File: config.mk
export PLATFORM = sky130hd
export DESIGN_NAME = decode_stage
export DESIGN_NICKNAME = d
export VERILOG_FILES = /design/src/rtl/decode_stage.sv
export SDC_FILE = /design/constraint.sdc
export NUM_CORES = 1
export LEC_CHECK = 0
export CAP_MARGIN = 0
export CELL_PAD_IN_SITES_DETAIL_PLACEMENT = 0
export CELL_PAD_IN_SITES_GLOBAL_PLACEMENT = 1
export CORE_UTILIZATION = 37
export CTS_CLUSTER_SIZE = 28
export DETAILED_ROUTE_END_ITERATION = 6
export HOLD_SLACK_MARGIN = 0.15
export PLACE_DENSITY_LB_ADDON = 0.1
export SLEW_MARGIN = 10
export SYNTH_ARGS = -nofsm -noshare
export SYNTH_HDL_FRONTEND = slang
export SYNTH_SLANG_ARGS = --single-unit
File: constraint.sdc
create_clock -name clk -period 2.55 [get_ports clk]
set_input_delay 0.3825 -clock clk [delete_from_list [all_inputs] [get_ports clk]]
set_output_delay 0.3825 -clock clk [all_outputs]
set_load 0.1 [all_outputs]
File: src/rtl/decode_stage.sv
// RV32I decode stage: combinational decode of the incoming beat, registered into
// a main/skid output buffer so in_ready comes straight from a flop.
module decode_stage #(
  parameter int DATA_WIDTH        = 32,
  parameter int REG_ADDR_WIDTH    = 5,
  parameter int ILLEGAL_CNT_WIDTH = 16
) (
  input  logic                         clk,
  input  logic                         rst,
  input  logic                         flush,
  input  logic                         in_valid,
  output logic                         in_ready,
  input  logic [31:0]                  in_instr,
  input  logic [DATA_WIDTH-1:0]        in_pc,
  output logic                         out_valid,
  input  logic                         out_ready,
  output logic [DATA_WIDTH-1:0]        out_pc,
  output logic [2:0]                   alu_op,
  output logic [2:0]                   imm_op,
  output logic [DATA_WIDTH-1:0]        imm,
  output logic [REG_ADDR_WIDTH-1:0]    rs1,
  output logic [REG_ADDR_WIDTH-1:0]    rs2,
  output logic [REG_ADDR_WIDTH-1:0]    rd,
  output logic                         reg_write,
  output logic                         mem_read,
  output logic                         mem_write,
  output logic                         branch,
  output logic                         jump,
  output logic                         illegal,
  output logic [ILLEGAL_CNT_WIDTH-1:0] illegal_count
);

  typedef struct packed {
    logic [DATA_WIDTH-1:0]     pc;
    logic [2:0]                alu_op;
    logic [2:0]                imm_op;
    logic [DATA_WIDTH-1:0]     imm;
    logic [REG_ADDR_WIDTH-1:0] rs1;
    logic [REG_ADDR_WIDTH-1:0] rs2;
    logic [REG_ADDR_WIDTH-1:0] rd;
    logic                      reg_write;
    logic                      mem_read;
    logic                      mem_write;
    logic                      branch;
    logic                      jump;
    logic                      illegal;
  } dec_t;

  localparam logic [2:0] IMM_I = 3'b000, IMM_S = 3'b001, IMM_B = 3'b010,
                         IMM_U = 3'b011, IMM_J = 3'b100, IMM_N = 3'b101,
                         INV   = 3'b111;

  dec_t dec, inv_word, main_q, skid_q;
  logic main_vld, skid_vld;
  logic use_rs1, use_rs2, use_rd;
  logic signed [31:0] imm32;
  logic accept, consume;

  always_comb begin
    inv_word        = '0;
    inv_word.alu_op = INV;
    inv_word.imm_op = INV;
  end

  // Opcode decode; fields and immediate are gated afterwards by the use flags.
  always_comb begin
    dec        = inv_word;
    dec.pc     = in_pc;
    use_rs1    = 1'b0;
    use_rs2    = 1'b0;
    use_rd     = 1'b0;
    case (in_instr[6:0])
      7'b0000011: begin dec.alu_op = 3'b000; dec.imm_op = IMM_I; dec.reg_write = 1'b1;
                        dec.mem_read = 1'b1; use_rs1 = 1'b1; use_rd = 1'b1; end
      7'b0100011: begin dec.alu_op = 3'b000; dec.imm_op = IMM_S; dec.mem_write = 1'b1;
                        use_rs1 = 1'b1; use_rs2 = 1'b1; end
      7'b0010011: begin dec.alu_op = 3'b010; dec.imm_op = IMM_I; dec.reg_write = 1'b1;
                        use_rs1 = 1'b1; use_rd = 1'b1; end
      7'b0110011: begin dec.alu_op = 3'b001; dec.imm_op = IMM_N; dec.reg_write = 1'b1;
                        use_rs1 = 1'b1; use_rs2 = 1'b1; use_rd = 1'b1; end
      7'b1100011: begin dec.alu_op = 3'b011; dec.imm_op = IMM_B; dec.branch = 1'b1;
                        use_rs1 = 1'b1; use_rs2 = 1'b1; end
      7'b0110111: begin dec.alu_op = 3'b100; dec.imm_op = IMM_U; dec.reg_write = 1'b1;
                        use_rd = 1'b1; end
      7'b0010111: begin dec.alu_op = 3'b000; dec.imm_op = IMM_U; dec.reg_write = 1'b1;
                        use_rd = 1'b1; end
      7'b1101111: begin dec.alu_op = 3'b000; dec.imm_op = IMM_J; dec.reg_write = 1'b1;
                        dec.jump = 1'b1; use_rd = 1'b1; end
      7'b1100111: begin dec.alu_op = 3'b000; dec.imm_op = IMM_I; dec.reg_write = 1'b1;
                        dec.jump = 1'b1; use_rs1 = 1'b1; use_rd = 1'b1; end
      default:    dec.illegal = 1'b1;
    endcase
    case (dec.imm_op)
      IMM_I:   imm32 = {{20{in_instr[31]}}, in_instr[31:20]};
      IMM_S:   imm32 = {{20{in_instr[31]}}, in_instr[31:25], in_instr[11:7]};
      IMM_B:   imm32 = {{19{in_instr[31]}}, in_instr[31], in_instr[7], in_instr[30:25],
                        in_instr[11:8], 1'b0};
      IMM_U:   imm32 = {in_instr[31:12], 12'b0};
      IMM_J:   imm32 = {{11{in_instr[31]}}, in_instr[31], in_instr[19:12], in_instr[20],
                        in_instr[30:21], 1'b0};
      default: imm32 = '0;
    endcase
    dec.imm = DATA_WIDTH'(imm32);
    dec.rs1 = use_rs1 ? REG_ADDR_WIDTH'(in_instr[19:15]) : '0;
    dec.rs2 = use_rs2 ? REG_ADDR_WIDTH'(in_instr[24:20]) : '0;
    dec.rd  = use_rd  ? REG_ADDR_WIDTH'(in_instr[11:7])  : '0;
  end

  assign in_ready = !skid_vld;
  assign accept   = in_valid && in_ready && !flush;
  assign consume  = main_vld && out_ready;

  // Skid is only ever filled while main is stalled, and can't fill again until it
  // has drained into main, so accept and skid->main never collide.
  always_ff @(posedge clk) begin
    if (rst) begin
      main_q   <= inv_word;
      skid_q   <= inv_word;
      main_vld <= 1'b0;
      skid_vld <= 1'b0;
    end else if (flush) begin
      main_vld <= 1'b0;
      skid_vld <= 1'b0;
    end else if (consume) begin
      if (skid_vld) begin
        main_q   <= skid_q;
        skid_vld <= 1'b0;
      end else if (accept) begin
        main_q   <= dec;
      end else begin
        main_vld <= 1'b0;
      end
    end else if (accept) begin
      if (!main_vld) begin
        main_q   <= dec;
        main_vld <= 1'b1;
      end else begin
        skid_q   <= dec;
        skid_vld <= 1'b1;
      end
    end
  end

  always_ff @(posedge clk) begin
    if (rst)
      illegal_count <= '0;
    else if (accept && dec.illegal && illegal_count != '1)
      illegal_count <= illegal_count + 1'b1;
  end

  assign out_valid = main_vld;
  assign out_pc    = main_q.pc;
  assign alu_op    = main_q.alu_op;
  assign imm_op    = main_q.imm_op;
  assign imm       = main_q.imm;
  assign rs1       = main_q.rs1;
  assign rs2       = main_q.rs2;
  assign rd        = main_q.rd;
  assign reg_write = main_q.reg_write;
  assign mem_read  = main_q.mem_read;
  assign mem_write = main_q.mem_write;
  assign branch    = main_q.branch;
  assign jump      = main_q.jump;
  assign illegal   = main_q.illegal;

endmodule

After elaboration in Yosys (flattened, before gate mapping)
Index checks and enable logic that the tools add are counted.
- register bits: 200
- bits in latches: 0
- RAM bits: 0
- memory bits (read-only): 0
- logic and storage cells: 93
- memories: 0
- add/sub/neg operators: 1
- $mul: 0
- div/mod/pow operators: 0
- order comparisons: 0
- equality and inequality tests: 17
- shift operators: 0
- muxes and demuxes: 22
- bitwise logic cells: 2
- reductions and logical operators: 22
- operators by type and width (operator ; number):
    $mux 91 ; 5
    $pmux 32 s5 ; 1
    $pmux 6 s8 ; 1
    $eq 7x6->1 const B ; 3
    $eq 7x7->1 const B ; 3
    $add 16x1->16 const B ; 1
    $ne 16x16->1 const B ; 1
    $mux 5 ; 3
    $eq 7x5->1 const B ; 2
    $mux 1 ; 12
    $reduce_or 9->1 ; 1
    $reduce_and 4->1 ; 2
    $eq 7x2->1 const B ; 1
    $reduce_or 7->1 ; 1
    $eq 3x2->1 const B ; 2
    $reduce_or 2->1 ; 3
    $reduce_or 3->1 ; 2
    $reduce_or 6->1 ; 1
    $logic_and 1x1->1 ; 5
    $ne 2x2->1 const B ; 2
    $reduce_bool 2->1 ; 2
    $eq 3x1->1 const B ; 1
    $eq 3x3->1 const B ; 1
    $logic_not 3->1 ; 1
    other kinds (5) ; 7

Logic depth before layout (Yosys ltp)
- word-level depth: 8
- gate-level depth with buffers: 9
- depth with buffers taken out: 6

Worst setup path after synthesis
No wires, ideal clock.
- kind: register -> register
- start: reg illegal_count[0]
- end: reg illegal_count[14]
- setup time: 70 ps
- arrival time: 2627 ps
- data required time: 2480 ps
- setup slack: -147 ps
- stages on the path, launching flop included: 8
- clock period less this slack: 2697 ps
- cells stage by stage: dfxtp_1 ha_1 nand3_1 or2_2 clkbuf_1 or2_2 or3_1 a21oi_1
- cells in the longest elaborated chain, start to end: 2
- elaborated cells between the ends (all ways): 3
- RTL lines (element ; line ; RTL):
    from (decl) ; 30 ; output logic [ILLEGAL_CNT_WIDTH-1:0] illegal_count
    from (signal assigned) ; 148 ; illegal_count <= illegal_count + 1'b1;
    parallel branches: the longest is 2 deep, another holds $add 16x1->16 ; -- ;
Several ways; the timed one is not identified.
A chain may end at the register's enable or synchronous reset.

Worst setup path after layout
- start: in in_instr[2]
- end: reg main_q, in the netlist rs1[1]
- cells in the longest elaborated chain, start to end: 7
- elaborated cells between the ends (all ways): 14
- RTL lines (element ; line ; RTL):
    from (decl) ; 13 ; input logic [31:0] in_instr,
    $eq 7x7->1 (tied with other cells) ; 72 ; case (in_instr[6:0])
    $reduce_or 6->1 (no source line) * ; -- ;
    $mux 1 * ; 72 ;
    $mux 5 * ; 104 ; dec.rs1 = use_rs1 ? REG_ADDR_WIDTH'(in_instr[19:15]) : '0;
    $mux 91 (on tied branches) ; 134, 128 ;
    $mux 91 (on tied branches) ; 133, 125 ;
    $mux 91 * ; 124 ; end else if (consume) begin
    to (signal assigned) ; 117 ; main_q <= inv_word;
    to (signal assigned) ; 126 ; main_q <= skid_q;
    to (decl) ; 53 ; dec_t dec, inv_word, main_q, skid_q;
Every way passes the cells marked *; elsewhere a longest branch is shown, timed or not. The select of a mux whose other input is x is not followed.

==> results.md <==
- The run finished with clean final reports.
- The count of buffers added on input and output ports is roughly 180.
- The sum of met3 wire segment lengths after detailed routing is 1.10 mm.
- Setup violations remaining at the end of the flow were counted as 0.
- The height of the chip is 153 microns.
- After clock tree synthesis, the clock-pin slew on the worst setup and hold paths is 0.08 ns.
- Summed over all layers, the global routing overflow is 0.
- The clock passes through at most 2 buffers.
- The clock net in this run drives a total of 200 sinks.
- Final hold analysis gives a worst-case slack of 0.353 ns.
- The setup TNS is 0 ns.
- The floorplan has 54 rows.
- The final layout contains 1309 nets.
- The number of hold-slack violations in the final timing report was 0.
- For this run, the total global-route usage over all layers was measured as 21.5%.
- In the synthesized netlist the dominant register cell turns out to be sky130_fd_sc_hd__dfxtp_1.
- The number of storage elements in the synthesis netlist is 200.
- Post-CTS repair changed the size of 0 cells.
- Sequential elements use 47.3% of the synthesized area.
- The post-synthesis net count is 1132.
- The number of cells traversed by the worst hold path is 2.
- The number of nets with antenna violations after routing is 0.
- In the post-synthesis netlist, the biggest area contributors are sky130_fd_sc_hd__dfxtp_1 47%, sky130_fd_sc_hd__nand2_1 9.4%, sky130_fd_sc_hd__nor2_1 6.3%.
- Synthesis produced between 1000 and 1500 cells.
- The reported leakage power is 4.26 nW.
- The arrival time reported for the critical path endpoint is 2.51 ns.
- The floorplan die width is 153 microns.
- On the final layout, the worst clock skew is 0.0129 ns.
- Setup repair after global routing left no endpoint under its margin.
- The DRC violation count after routing is 0.
- After detailed routing, no signal wire sits above met4.
- In this run the standard cell core region covers 0.0221 sq mm.
- The count of final max-slew check failures is 0.
- The required time of the worst setup path is 2.91 ns.
- The floorplan step defined a die boundary enclosing 0.0235 sq mm.
- The total setup buffers inserted after CTS is 0.
- The number of diodes added for antenna fixing is 0.
- The TritonCTS buffer count is 17.
- Dividing total power by cell area gives a power density of 651 mW/mm^2.
- The detailed-route wire length on metal 1 is 11.5 mm.
- The worst register-to-register path has a depth of 5.
- The time the final worst path needs with I/O delays and setup is 2.15 ns.
- The number of warning messages in the yosys log is 0.
- The slew at the pin closest to its max-slew limit is 0.696 ns.
- After synthesis, the share of flip-flops with an asynchronous set or reset is 0%.
- The critical path class is in2reg.
- Summing over every cut layer, the via total after detailed routing is between 8000 and 9000.
- Once detailed placement completed, the half-perimeter wirelength came to 17.1 mm.
- Fill cells in the final layout number approximately 2200.
- The first TritonRoute pass finished after 4 iterations.
- The nature of the critical path startpoint is an input port.
- The first-pass GRT wire length is ~40 mm.
- The area of the mapped netlist is 0.00846 sq mm.
- Across the VDD grid, the largest voltage drop is 360 uV.
- The final worst-path cycle share is 84.2%.
- Across the run, the number of max-cap violations was 0.
- The kind of path behind the tightest hold check is in2reg.
- The count of cell types in the netlist is 60.
- The initial antenna violation count came to 0.
- The via count of the first global-routing pass is 7590.
- In the routed layout, each cell is associated on average with a via count of 5.27.
- The largest fanout on the critical path is 9.
- The clock reaches the later pin of the worst-skew pair after 0.43 ns.
- The met2 layer wire length in the routed design is 12.3 mm.
- The congestion estimate from routability-driven global placement came to 0.805.
- The number of hold buffers added after cts is 0.
- The H-tree depth is 4.
- 178 I/O pins were placed.
- The maximum achievable frequency is 0.466 GHz.
- The count of routing violations after the opening detailed-route iteration is 393.
- The most area-hungry cell type in the Yosys netlist is sky130_fd_sc_hd__dfxtp_1.
- Cells with a size suffix above 1 make up 19.1% of the layout.
- The starting density of the core is a little under two fifths.
- Each instance of the synthesized netlist takes up on average around 8 sq um.
- The number of synthesized flops with an enable pin is 0.
- Headroom to the max-slew limit came out at 53.2%.
- The worst setup path is captured at a flip-flop.
- The average wire per cell in the routed design is 16.5 microns.
- Summed over all layers, the routed wires come to between 20 and 30 mm.
- Entering global routing, the biggest net connects 75 pins.
- The clock tree root buffer cell is sky130_fd_sc_hd__clkbuf_16.
- The TritonCTS clock tree is yes.
- The area growth from synthesis to layout is 32.5%.
- In this run the biggest area consumer among cell types represents 47.3% of the synthesized area.
==> per-stage QoR <==
stage | total power, mW | utilization [%] | std cells | cell area, sq um | setup slack [ns]
floorplan | 4.31 | - | 1062 | 8460 | 0.0231
global placement | 4.75 | 48.2 | 1500 | 10600 | -0.0331
detailed placement | 4.75 | 48.2 | 1500 | 10600 | -0.0429
CTS | 7.39 | 50.7 | 1532 | 11200 | 0.414
global route | 7.59 | 50.7 | 1532 | 11200 | 0.286
finish | 7.30 | 50.7 | 1532 | 11200 | 0.403
==> report_power, final <==
part	switching (mW)	internal, mW	total, mW	leakage (nW)
clock	1.31	1.31	2.63	0.266
combinational	1.01	0.384	1.39	2.37
sequential	0.0566	3.22	3.28	1.63
total	2.38	4.92	7.30	4.26
==> flip-flops by register name (all words and copies together) (netlist names), 3 cells and up <==
name and count:
alu_op 3, illegal_count 16, imm 32, imm_op 3, out_pc 32, rd 5, rs1 5, rs2 5
skid_q 91
==> area by class of cell <==
type | instances | area [sq um] | share of cell area [%]
Multi-Input combinational cell | 761 | 4070 | 36.3
Sequential cell | 200 | 4010 | 35.8
Clock buffer | 20 | 447 | 3.99
Inverter | 12 | 45.0 | 0.402
Clock inverter | 12 | 113 | 1.00
Tap cell | 280 | 350 | 3.13
Timing Repair Buffer | 247 | 2180 | 19.4
==> worst max-delay path, cell delays in order <==
cell	delay, ns
sky130_fd_sc_hd__clkdlybuf4s50_1	0.44
sky130_fd_sc_hd__buf_4	0.16
sky130_fd_sc_hd__buf_4	0.15
sky130_fd_sc_hd__nor2b_1	0.16
sky130_fd_sc_hd__a2111oi_2	0.52
sky130_fd_sc_hd__and2_1	0.36
sky130_fd_sc_hd__a221oi_1	0.13
sky130_fd_sc_hd__nor3_1	0.19
==> cells in the mapped netlist, drive strengths merged, types with 4 or more instances <==
| cell type | n |
|---|---|
| nand2 | 212 |
| dfxtp | 200 |
| nor2 | 142 |
| a21oi | 92 |
| clkbuf | 80 |
| a311oi | 45 |
| nor3 | 42 |
| nand3 | 34 |
| o21ai | 34 |
| a221oi | 30 |
| a211oi | 17 |
| inv | 12 |
| buf | 9 |
| a211o | 7 |
| a31oi | 7 |
| nor2b | 7 |
| nor4 | 7 |
| or2 | 7 |
| a21bo | 6 |
| a22o | 6 |
| and3 | 5 |
| nand4 | 5 |
| and2 | 4 |
==> cells by family (layout without fill, tap and decap cells) <==
| kind of cell | count (synthesis) | count (layout) | share of synthesized area (%) |
|---|---|---|---|
| muxes | 6 | 6 | 0.754 |
| and+or+nand+nor | 485 | 485 | 24.8 |
| buffers and inverters | 101 | 291 | 4.79 |
| DFF | 200 | 200 | 47.3 |
| adders and majority gates | 1 | 1 | 0.148 |
| AOI/OAI and AO/OA | 267 | 267 | 22.0 |
| xor gates and xnor gates | 2 | 2 | 0.207 |
==> metal layers <==
metal	vias up	global-route usage (%)
met5	-	0
met2	187	36.4
met4	0	6.01
li1	4098	-
met3	25	3.69
met1	3759	28.1
==> path summary, 6_finish.rpt <==
check	from	to	slack (ns)
setup / recovery	in_instr[2]	rs1[1]	0.40
hold / removal	rst	illegal_count[3]	0.35
setup reg to reg	skid_vld	illegal_count[6]	0.42
hold reg to reg	skid_q[31]	skid_q[31]	0.46
==> cells in the final DEF (no fill, tap or decap), drive strengths merged, types with 2 or more instances in the layout <==
master           n
a2111oi          2
a211o            7
a211oi          17
a21bo            6
a21o             3
a21oi           92
a221oi          30
a22o             6
a22oi            2
a311oi          45
a31oi            7
and2             4
and3             5
and4b            2
buf            180
clkbuf          20
clkdlybuf4s50   67
clkinv           4
clkinvlp         3
dfxtp          200
inv             17
mux2             3
mux2i            3
nand2          212
nand2b           3
nand3           34
nand4            5
nand4bb          2
nor2           142
nor2b            7
nor3            42
nor3b            2
nor4             7
o21ai           34
o21ba            2
o21bai           2
o31a             2
or2              7
or3              3
or4              2
(Power assumes the default switching activity.)
